===== config.mk =====
export PLATFORM = sky130hd
export DESIGN_NAME = cuckoo_controller
export DESIGN_NICKNAME = d
export VERILOG_FILES = /design/src/rtl/cuckoo_controller.sv
export SDC_FILE = /design/constraint.sdc
export NUM_CORES = 1
export LEC_CHECK = 0
export ABC_AREA = 0
export CAP_MARGIN = 10
export CORE_MARGIN = 3
export CORE_UTILIZATION = 25
export CTS_BUF_LIST = sky130_fd_sc_hd__clkbuf_4 sky130_fd_sc_hd__clkbuf_8
export DETAILED_ROUTE_END_ITERATION = 10
export HOLD_SLACK_MARGIN = 0.06
export PLACE_DENSITY = 0.56
export SETUP_SLACK_MARGIN = 0.15
export SLEW_MARGIN = 15
export SYNTH_ARGS = -nofsm -noshare
export SYNTH_HDL_FRONTEND = slang
export SYNTH_SLANG_ARGS = --single-unit

===== constraint.sdc =====
create_clock -name clk -period 6.35 [get_ports clk]
set_input_delay 0.9525 -clock clk [delete_from_list [all_inputs] [get_ports clk]]
set_output_delay 0.9525 -clock clk [all_outputs]
set_load 0.05 [all_outputs]

===== src/rtl/cuckoo_controller.sv =====
// Sequential cuckoo hash-table controller: serves one read/write/delete at a time,
// resolves full-bucket writes with a bounded eviction chain, then spills into the CAM.
module cuckoo_controller #(
  parameter int KEY_WIDTH           = 2,
  parameter int DATA_WIDTH          = 32,
  parameter int NUMBER_OF_TABLES    = 3,
  parameter int BUCKET_SIZE         = 1,
  parameter int HASH_TABLE_MAX_SIZE = 2,
  parameter int CAM_SIZE            = 64,
  parameter int MAX_KICKS           = 4
) (
  input  logic                                                            clk,
  input  logic                                                            reset,
  input  logic                                                            clk_en,
  input  logic                                                            req_valid_i,
  output logic                                                            req_ready_o,
  input  logic [1:0]                                                      op_i,
  input  logic [KEY_WIDTH-1:0]                                            key_i,
  input  logic [DATA_WIDTH-1:0]                                           data_i,
  output logic [KEY_WIDTH-1:0]                                            hash_key_o,
  input  logic [NUMBER_OF_TABLES*HASH_TABLE_MAX_SIZE-1:0]                 hash_adr_i,
  output logic                                                            mem_rd_en_o,
  output logic [NUMBER_OF_TABLES*HASH_TABLE_MAX_SIZE-1:0]                 mem_adr_o,
  input  logic [NUMBER_OF_TABLES*(KEY_WIDTH+DATA_WIDTH)*BUCKET_SIZE-1:0]  read_out_content_i,
  input  logic [NUMBER_OF_TABLES*BUCKET_SIZE-1:0]                         valid_flags_i,
  output logic [NUMBER_OF_TABLES-1:0]                                     write_en_o,
  output logic [NUMBER_OF_TABLES*BUCKET_SIZE-1:0]                         write_valid_flag_o,
  output logic [NUMBER_OF_TABLES*(KEY_WIDTH+DATA_WIDTH)*BUCKET_SIZE-1:0]  write_content_o,
  output logic [KEY_WIDTH-1:0]                                            CAM_key_o,
  output logic [DATA_WIDTH-1:0]                                           CAM_data_o,
  input  logic [DATA_WIDTH-1:0]                                           CAM_data_i,
  input  logic                                                            CAM_valid_i,
  output logic                                                            CAM_write_en_o,
  output logic                                                            CAM_delete_o,
  output logic [$clog2(CAM_SIZE+1)-1:0]                                   cam_count_o,
  output logic                                                            resp_valid_o,
  output logic [DATA_WIDTH-1:0]                                           read_data_o,
  output logic [2:0]                                                      status_o
);
  localparam int T  = NUMBER_OF_TABLES;
  localparam int B  = BUCKET_SIZE;
  localparam int K  = KEY_WIDTH;
  localparam int D  = DATA_WIDTH;
  localparam int E  = K + D;
  localparam int BW = E * B;
  localparam int A  = HASH_TABLE_MAX_SIZE;
  localparam int CW = $clog2(CAM_SIZE+1);
  localparam int KW = (MAX_KICKS > 0) ? $clog2(MAX_KICKS+1) : 1;
  localparam int RW = (T > 1) ? $clog2(T) : 1;

  localparam logic [1:0] IDLE    = 2'd0;
  localparam logic [1:0] LOOKUP  = 2'd1;
  localparam logic [1:0] COMPARE = 2'd2;
  localparam logic [1:0] RESP    = 2'd3;

  localparam logic [1:0] OP_NONE   = 2'b00;
  localparam logic [1:0] OP_READ   = 2'b01;
  localparam logic [1:0] OP_WRITE  = 2'b10;
  localparam logic [1:0] OP_DELETE = 2'b11;

  localparam logic [2:0] ST_OK          = 3'd0;
  localparam logic [2:0] ST_NOT_FOUND   = 3'd1;
  localparam logic [2:0] ST_KEY_PRESENT = 3'd2;
  localparam logic [2:0] ST_NO_SPACE    = 3'd3;
  localparam logic [2:0] ST_NO_DEL      = 3'd4;

  logic [1:0]     state_q, state_d;
  logic [1:0]     op_q, op_d;
  logic [K-1:0]   key_q, key_d;
  logic [D-1:0]   data_q, data_d;
  logic [KW-1:0]  kick_q, kick_d;
  logic [RW-1:0]  rr_q, rr_d;
  logic [T*A-1:0] adr_q, adr_d;
  logic [CW-1:0]  cam_count_q, cam_count_d;
  logic [D-1:0]   read_data_q, read_data_d;
  logic [2:0]     status_q, status_d;

  logic         tbl_hit, free_found;
  int           hit_t, hit_b, free_t, free_b;
  logic [D-1:0] hit_data;

  logic wr_en, wr_clear, cam_we, cam_del, cam_full;
  int   wr_t, wr_b, vic_b;

  // Scan every bucket entry once for a key match and for the first free slot.
  always_comb begin
    tbl_hit    = 1'b0;
    hit_t      = 0;
    hit_b      = 0;
    hit_data   = '0;
    free_found = 1'b0;
    free_t     = 0;
    free_b     = 0;
    for (int t = 0; t < T; t++) begin
      for (int b = 0; b < B; b++) begin
        if (valid_flags_i[t*B+b] && read_out_content_i[t*BW+b*E+D +: K] == key_q) begin
          tbl_hit  = 1'b1;
          hit_t    = t;
          hit_b    = b;
          hit_data = read_out_content_i[t*BW+b*E +: D];
        end
        if (!valid_flags_i[t*B+b] && !free_found) begin
          free_found = 1'b1;
          free_t     = t;
          free_b     = b;
        end
      end
    end
  end

  assign cam_full = (cam_count_q == CW'(CAM_SIZE));

  always_comb begin
    state_d     = state_q;
    op_d        = op_q;
    key_d       = key_q;
    data_d      = data_q;
    kick_d      = kick_q;
    rr_d        = rr_q;
    adr_d       = adr_q;
    cam_count_d = cam_count_q;
    read_data_d = read_data_q;
    status_d    = status_q;
    wr_en       = 1'b0;
    wr_clear    = 1'b0;
    wr_t        = 0;
    wr_b        = 0;
    cam_we      = 1'b0;
    cam_del     = 1'b0;
    vic_b       = int'(kick_q) % B;
    case (state_q)
      IDLE: begin
        if (req_valid_i && op_i != OP_NONE) begin
          op_d    = op_i;
          key_d   = key_i;
          data_d  = data_i;
          kick_d  = '0;
          rr_d    = '0;
          state_d = LOOKUP;
        end
      end
      LOOKUP: begin
        adr_d   = hash_adr_i;
        state_d = COMPARE;
      end
      COMPARE: begin
        state_d     = RESP;
        read_data_d = '0;
        case (op_q)
          OP_READ: begin
            if (tbl_hit) begin
              read_data_d = hit_data;
              status_d    = ST_OK;
            end else if (CAM_valid_i) begin
              read_data_d = CAM_data_i;
              status_d    = ST_OK;
            end else begin
              status_d = ST_NOT_FOUND;
            end
          end
          OP_DELETE: begin
            if (tbl_hit) begin
              wr_en    = 1'b1;
              wr_clear = 1'b1;
              wr_t     = hit_t;
              wr_b     = hit_b;
              status_d = ST_OK;
            end else if (CAM_valid_i) begin
              cam_del  = 1'b1;
              if (cam_count_q != '0) cam_count_d = cam_count_q - CW'(1);
              status_d = ST_OK;
            end else begin
              status_d = ST_NO_DEL;
            end
          end
          OP_WRITE: begin
            // The displaced victim carried by a chain is unique, so hits only matter on the first pass.
            if (kick_q == '0 && (tbl_hit || CAM_valid_i)) begin
              status_d = ST_KEY_PRESENT;
            end else if (free_found) begin
              wr_en    = 1'b1;
              wr_t     = free_t;
              wr_b     = free_b;
              status_d = ST_OK;
            end else if (!cam_full && kick_q < KW'(MAX_KICKS)) begin
              wr_en           = 1'b1;
              wr_t            = int'(rr_q);
              wr_b            = vic_b;
              {key_d, data_d} = read_out_content_i[int'(rr_q)*BW + vic_b*E +: E];
              kick_d          = kick_q + KW'(1);
              rr_d            = (rr_q == RW'(T-1)) ? '0 : rr_q + RW'(1);
              state_d         = LOOKUP;
            end else if (!cam_full) begin
              cam_we      = 1'b1;
              cam_count_d = cam_count_q + CW'(1);
              status_d    = ST_OK;
            end else begin
              status_d = ST_NO_SPACE;
            end
          end
          default: status_d = ST_OK;
        endcase
      end
      default: state_d = IDLE;
    endcase
  end

  // A table write rewrites the whole bucket: untouched entries are passed through as read.
  always_comb begin
    write_en_o         = '0;
    write_valid_flag_o = '0;
    write_content_o    = '0;
    for (int t = 0; t < T; t++) begin
      if (wr_en && t == wr_t) begin
        write_en_o[t]               = clk_en;
        write_valid_flag_o[t*B +: B] = valid_flags_i[t*B +: B];
        write_content_o[t*BW +: BW]  = read_out_content_i[t*BW +: BW];
        for (int b = 0; b < B; b++) begin
          if (b == wr_b) begin
            write_valid_flag_o[t*B+b] = !wr_clear;
            if (!wr_clear) write_content_o[t*BW+b*E +: E] = {key_q, data_q};
          end
        end
      end
    end
  end

  always_ff @(posedge clk or posedge reset) begin
    if (reset) begin
      state_q     <= IDLE;
      op_q        <= '0;
      key_q       <= '0;
      data_q      <= '0;
      kick_q      <= '0;
      rr_q        <= '0;
      adr_q       <= '0;
      cam_count_q <= '0;
      read_data_q <= '0;
      status_q    <= '0;
    end else if (clk_en) begin
      state_q     <= state_d;
      op_q        <= op_d;
      key_q       <= key_d;
      data_q      <= data_d;
      kick_q      <= kick_d;
      rr_q        <= rr_d;
      adr_q       <= adr_d;
      cam_count_q <= cam_count_d;
      read_data_q <= read_data_d;
      status_q    <= status_d;
    end
  end

  assign req_ready_o    = (state_q == IDLE);
  assign hash_key_o     = key_q;
  assign CAM_key_o      = key_q;
  assign CAM_data_o     = data_q;
  assign mem_rd_en_o    = (state_q == LOOKUP) && clk_en;
  assign mem_adr_o      = (state_q == LOOKUP) ? hash_adr_i : adr_q;
  assign CAM_write_en_o = cam_we && clk_en;
  assign CAM_delete_o   = cam_del && clk_en;
  assign cam_count_o    = cam_count_q;
  assign resp_valid_o   = (state_q == RESP) && clk_en;
  assign read_data_o    = read_data_q;
  assign status_o       = status_q;

endmodule

==> results.py <==
metrics = {
    "outcome": {
        "result_of_the_run": "complete, no violations",
    },
    "routing": {
        "drtAntennaViolNets": 0,
        "drt_wl_total_um": 35300,
        "drt-wirelength-per-cell_um": 21.4,
        "detail_route.drc_violations": 0,
        "viasPerCell": 5.15,
        "detail_route.first_pass.iterations": 7,
        "detailed_route_iter0_violations": 584,
        "num_vias": 8485,
    },
    "global_route": {
        "grt_max_degree": 74,
        "first_global_vias": 8578,
        "grt.busiest_layer": "met2",
        "antenna_found_initial": 2,
        "grt.total_usage_pct": 21.8,
        "wire_length_of_the_first_global_routing_pass_um": 52700,
        "met2_usage_pct": 37.5,
        "global_route.usage.met3_pct": 5.25,
        "grtUsageMet1_pct": 27.5,
        "globalRoute.totalOverflow": 0,
    },
    "min_path": {
        "worstHoldPathType": "register to register",
        "hold_path_startpoint": "read_data_o[7]",
    },
    "clocking": {
        "worstSkewPairLatency_ps": 380,
        "cts_hold_repair.buffers": 0,
        "cts_inserted_buffers": 9,
        "cts.reportedPaths.clkPinSlew_ps": 100,
        "htree_num_levels": 3,
        "cts_setup_buffers": 0,
        "cts-resized-gates": 0,
        "cts_root_buffer": "sky130_fd_sc_hd__clkbuf_8",
        "clock_sinks": 91,
        "cts.path.max_buffers": 2,
        "tritoncts_clock_tree": "yes",
    },
    "yosys": {
        "synthMuxAreaShare_pct": 8.11,
        "yosys.area_share.simple_pct": 20.8,
        "synth_compound_area_share_pct": 29.5,
        "fraction_of_the_mapped_netlist_area_in_adder_cells_pct": 1.49,
        "synthesis.nets": 1129,
        "ys.flop_type": "sky130_fd_sc_hd__dfrtp_1",
        "yosys.cell_types.count": 57,
        "syn_avg_cell_area_um2": 7.73,
        "async_reset_ff_share_pct": 100,
        "netlist_area_mm2": 0.00724,
        "synthCells": 937,
        "yosys-top-cells-count": "sky130_fd_sc_hd__a21oi_1 (130), sky130_fd_sc_hd__nor2_1 (129), sky130_fd_sc_hd__nand2_1 (119)",
        "synth_top_area_share_pct": 31.5,
        "synth.largest_area_cell": "sky130_fd_sc_hd__dfrtp_1",
        "synth_top_family_by_area": "compound AO/OA/AOI/OAI gates",
        "synthMostInstantiatedCell": "sky130_fd_sc_hd__a21oi_1",
        "synth-edff-count": 0,
        "seq_total_area_yosys_pct": 31.5,
        "synth-warning-count": 0,
        "synth-xor-area-share_pct": 1.57,
        "ffs_latches_synth": 91,
        "synth_top_cells_by_area": "sky130_fd_sc_hd__dfrtp_1 (31%), sky130_fd_sc_hd__a21oi_1 (9.0%), sky130_fd_sc_hd__nor2_1 (6.7%)",
    },
    "die": {
        "initial_utilization_pct": 25.7,
        "placeableCoreArea_mm2": 0.0282,
        "dieArea_mm2": 0.0310,
        "die_w_um": 176,
        "number_of_cell_rows": 61,
        "dieHeight_um": 176,
        "ioPinCount": 381,
    },
    "power": {
        "power_per_cell_area_mw_per_mm2": 377,
        "standby_leakage_power_nw": 4.48,
        "vdd_ir_drop_max_uv": 399,
    },
    "critical_path": {
        "crit_required_ps": 5400,
        "worst-path-max-fanout": 35,
        "worst_path_cell_chain": "clkdlybuf4s50_1 -> xnor2_1 -> nand3_2 -> buf_4 -> nor3_1 -> a31oi_4 -> nand2b_4 -> nor2_1 -> clkdlybuf4s50_1",
        "worst_endpoint_data_arrival_time_ps": 4250,
        "kind_of_critical_path": "primary input to output port",
        "cell_type_group_with_the_largest_total_delay_on_the_critical_path": "buffers and inverters",
        "timing.critical_path.mode_cell": "sky130_fd_sc_hd__clkdlybuf4s50_1",
        "start_kind": "primary input",
        "minimum_setup_slack_among_reg_to_reg_paths_ps": 3060,
        "worst_path_largest_cell_delay_ps": 850,
        "cp-end-kind": "output port",
        "crit_path_top_delay_cell": "sky130_fd_sc_hd__clkdlybuf4s50_1",
        "regToRegStartpoint": "cam_count_o[1]",
        "cp-startpoint": "read_out_content_i[100]",
        "cp_num_buf_inv": 3,
    },
    "cells_and_area": {
        "final-instance-count-excl-fill": 1648,
        "area_growth_syn_to_layout_pct": 62.4,
        "share_of_post_route_cells_with_drive_strength_above_1_pct": 12.1,
        "final_net_count": 1456,
    },
    "timing": {
        "setup_viol": 0,
        "fin_setup_tns_ps": 0,
        "finalClockSkew_ps": 12.9,
        "maxClockFrequency_ghz": 0.192,
        "unrepaired_setup_endpoints_after_global_routing": "false",
        "slew_violations": 0,
        "worst-slew-pin-transition_ps": 1130,
        "layout_min_cycle_time_ps": 5200,
        "number_of_hold_violations_in_the_final_report": 0,
        "maxSlewHeadroom_pct": 24.3,
        "final.period_utilization_pct": 81.9,
    },
    "placed_design": {
        "dpl.cell_count": 1631,
        "io_buffers": 380,
        "gpl.final_weighted_congestion": 0.885,
        "dpl.hpwl_um": 25200,
    },
    "job": {
        "maximum_capacitance_violations": 0,
    },
}
-- layout by cell type (no fill, tap or decap), types with 3 or more instances in the layout --
| master | count |
|---|---|
| sky130_fd_sc_hd__clkbuf_8 | 9 |
| sky130_fd_sc_hd__buf_4 | 49 |
| sky130_fd_sc_hd__dfrtp_1 | 89 |
| sky130_fd_sc_hd__buf_12 | 41 |
| sky130_fd_sc_hd__nand2b_1 | 3 |
| sky130_fd_sc_hd__a211oi_1 | 15 |
| sky130_fd_sc_hd__nand3_1 | 25 |
| sky130_fd_sc_hd__nand2_1 | 118 |
| sky130_fd_sc_hd__a21oi_1 | 130 |
| sky130_fd_sc_hd__mux2_2 | 21 |
| sky130_fd_sc_hd__nor3_1 | 6 |
| sky130_fd_sc_hd__clkdlybuf4s50_1 | 307 |
| sky130_fd_sc_hd__xnor2_1 | 9 |
| sky130_fd_sc_hd__nor2b_1 | 36 |
| sky130_fd_sc_hd__o221ai_1 | 19 |
| sky130_fd_sc_hd__a221o_1 | 15 |
| sky130_fd_sc_hd__mux2i_1 | 35 |
| sky130_fd_sc_hd__a22o_1 | 3 |
| sky130_fd_sc_hd__o211ai_1 | 33 |
| sky130_fd_sc_hd__a22oi_1 | 15 |
| sky130_fd_sc_hd__xor2_1 | 4 |
| sky130_fd_sc_hd__nor2_1 | 129 |
| sky130_fd_sc_hd__inv_1 | 12 |
| sky130_fd_sc_hd__and3_1 | 4 |
| sky130_fd_sc_hd__ha_1 | 7 |
| sky130_fd_sc_hd__o21ai_0 | 86 |
-- layout make-up --
| class | count | area [µm²] |
|---|---|---|
| Tap cell | 378 | 473 |
| Inverter | 13 | 51.3 |
| Clock buffer | 10 | 131 |
| Antenna cell | 1 | 2.50 |
| Multi-Input combinational cell | 752 | 4490 |
| Sequential cell | 91 | 2280 |
| Fill cell | 2892 | 16400 |
| Timing Repair Buffer | 397 | 4260 |
| Clock inverter | 6 | 66.3 |
-- worst paths after layout --
kind,end,depth (start not counted)
worst max-delay path,write_content_o[94],9
worst min-delay path,read_data_o[7],2
worst max register to register,CAM_data_o[8],6
worst min register to register,read_data_o[7],2
max in group asynchronous,CAM_data_o[2],3
min in group asynchronous,read_data_o[25],2
-- kinds of logic after synthesis --
logic type / after synthesis
flops: 91
simple gates: 339
mux: 56
compound gates: 336
fa+ha+maj: 8
buf+inv: 94
xor+xnor: 13
-- through the flow --
stage,hold WS [ps],util [%],setup slack [ps],power [mW],instance area [µm²]
2_1_floorplan,475,-,2050,2.96,7240
3_3_place_gp,464,41.0,1180,4.00,11600
3_5_place_dp,469,41.0,1130,4.01,11600
4_1_cts,492,41.7,1130,4.46,11800
5_1_grt,513,41.7,991,4.70,11800
6_report,486,41.7,1150,4.43,11800
-- sequential cells by signal (all words and copies together), names as in the netlist --
name and flops:
CAM_data_o 32, CAM_key_o 2, adr_q 6, cam_count_o 7
kick_q 3, op_q 2, read_data_o 32, rr_q 2
state_q 2, status_o 3
-- worst reg2reg max path: stages (launching register included) --
cell and delay, ps:
sky130_fd_sc_hd__dfrtp_1 450, sky130_fd_sc_hd__nor4_1 680, sky130_fd_sc_hd__and3_1 330, sky130_fd_sc_hd__nor3_1 140, sky130_fd_sc_hd__a41oi_4 780, sky130_fd_sc_hd__buf_4 550, sky130_fd_sc_hd__o21ai_0 220
-- metal layers --
layer,share of wire (%),vias up
met3,7.3,44
li1,-,4014
met1,42,4062
met4,2.2,2
met2,49,363
met5,0.037,-
-- power breakdown --
| part | leakage [nW] | internal, mW | switching (mW) | total, mW |
|---|---|---|---|---|
| registers | 1.19 | 0.809 | 0.188 | 0.997 |
| clock network | 0.104 | 0.189 | 0.236 | 0.425 |
| logic | 3.19 | 1.02 | 1.99 | 3.00 |
No activity file was read; power rests on OpenSTA's default activity.
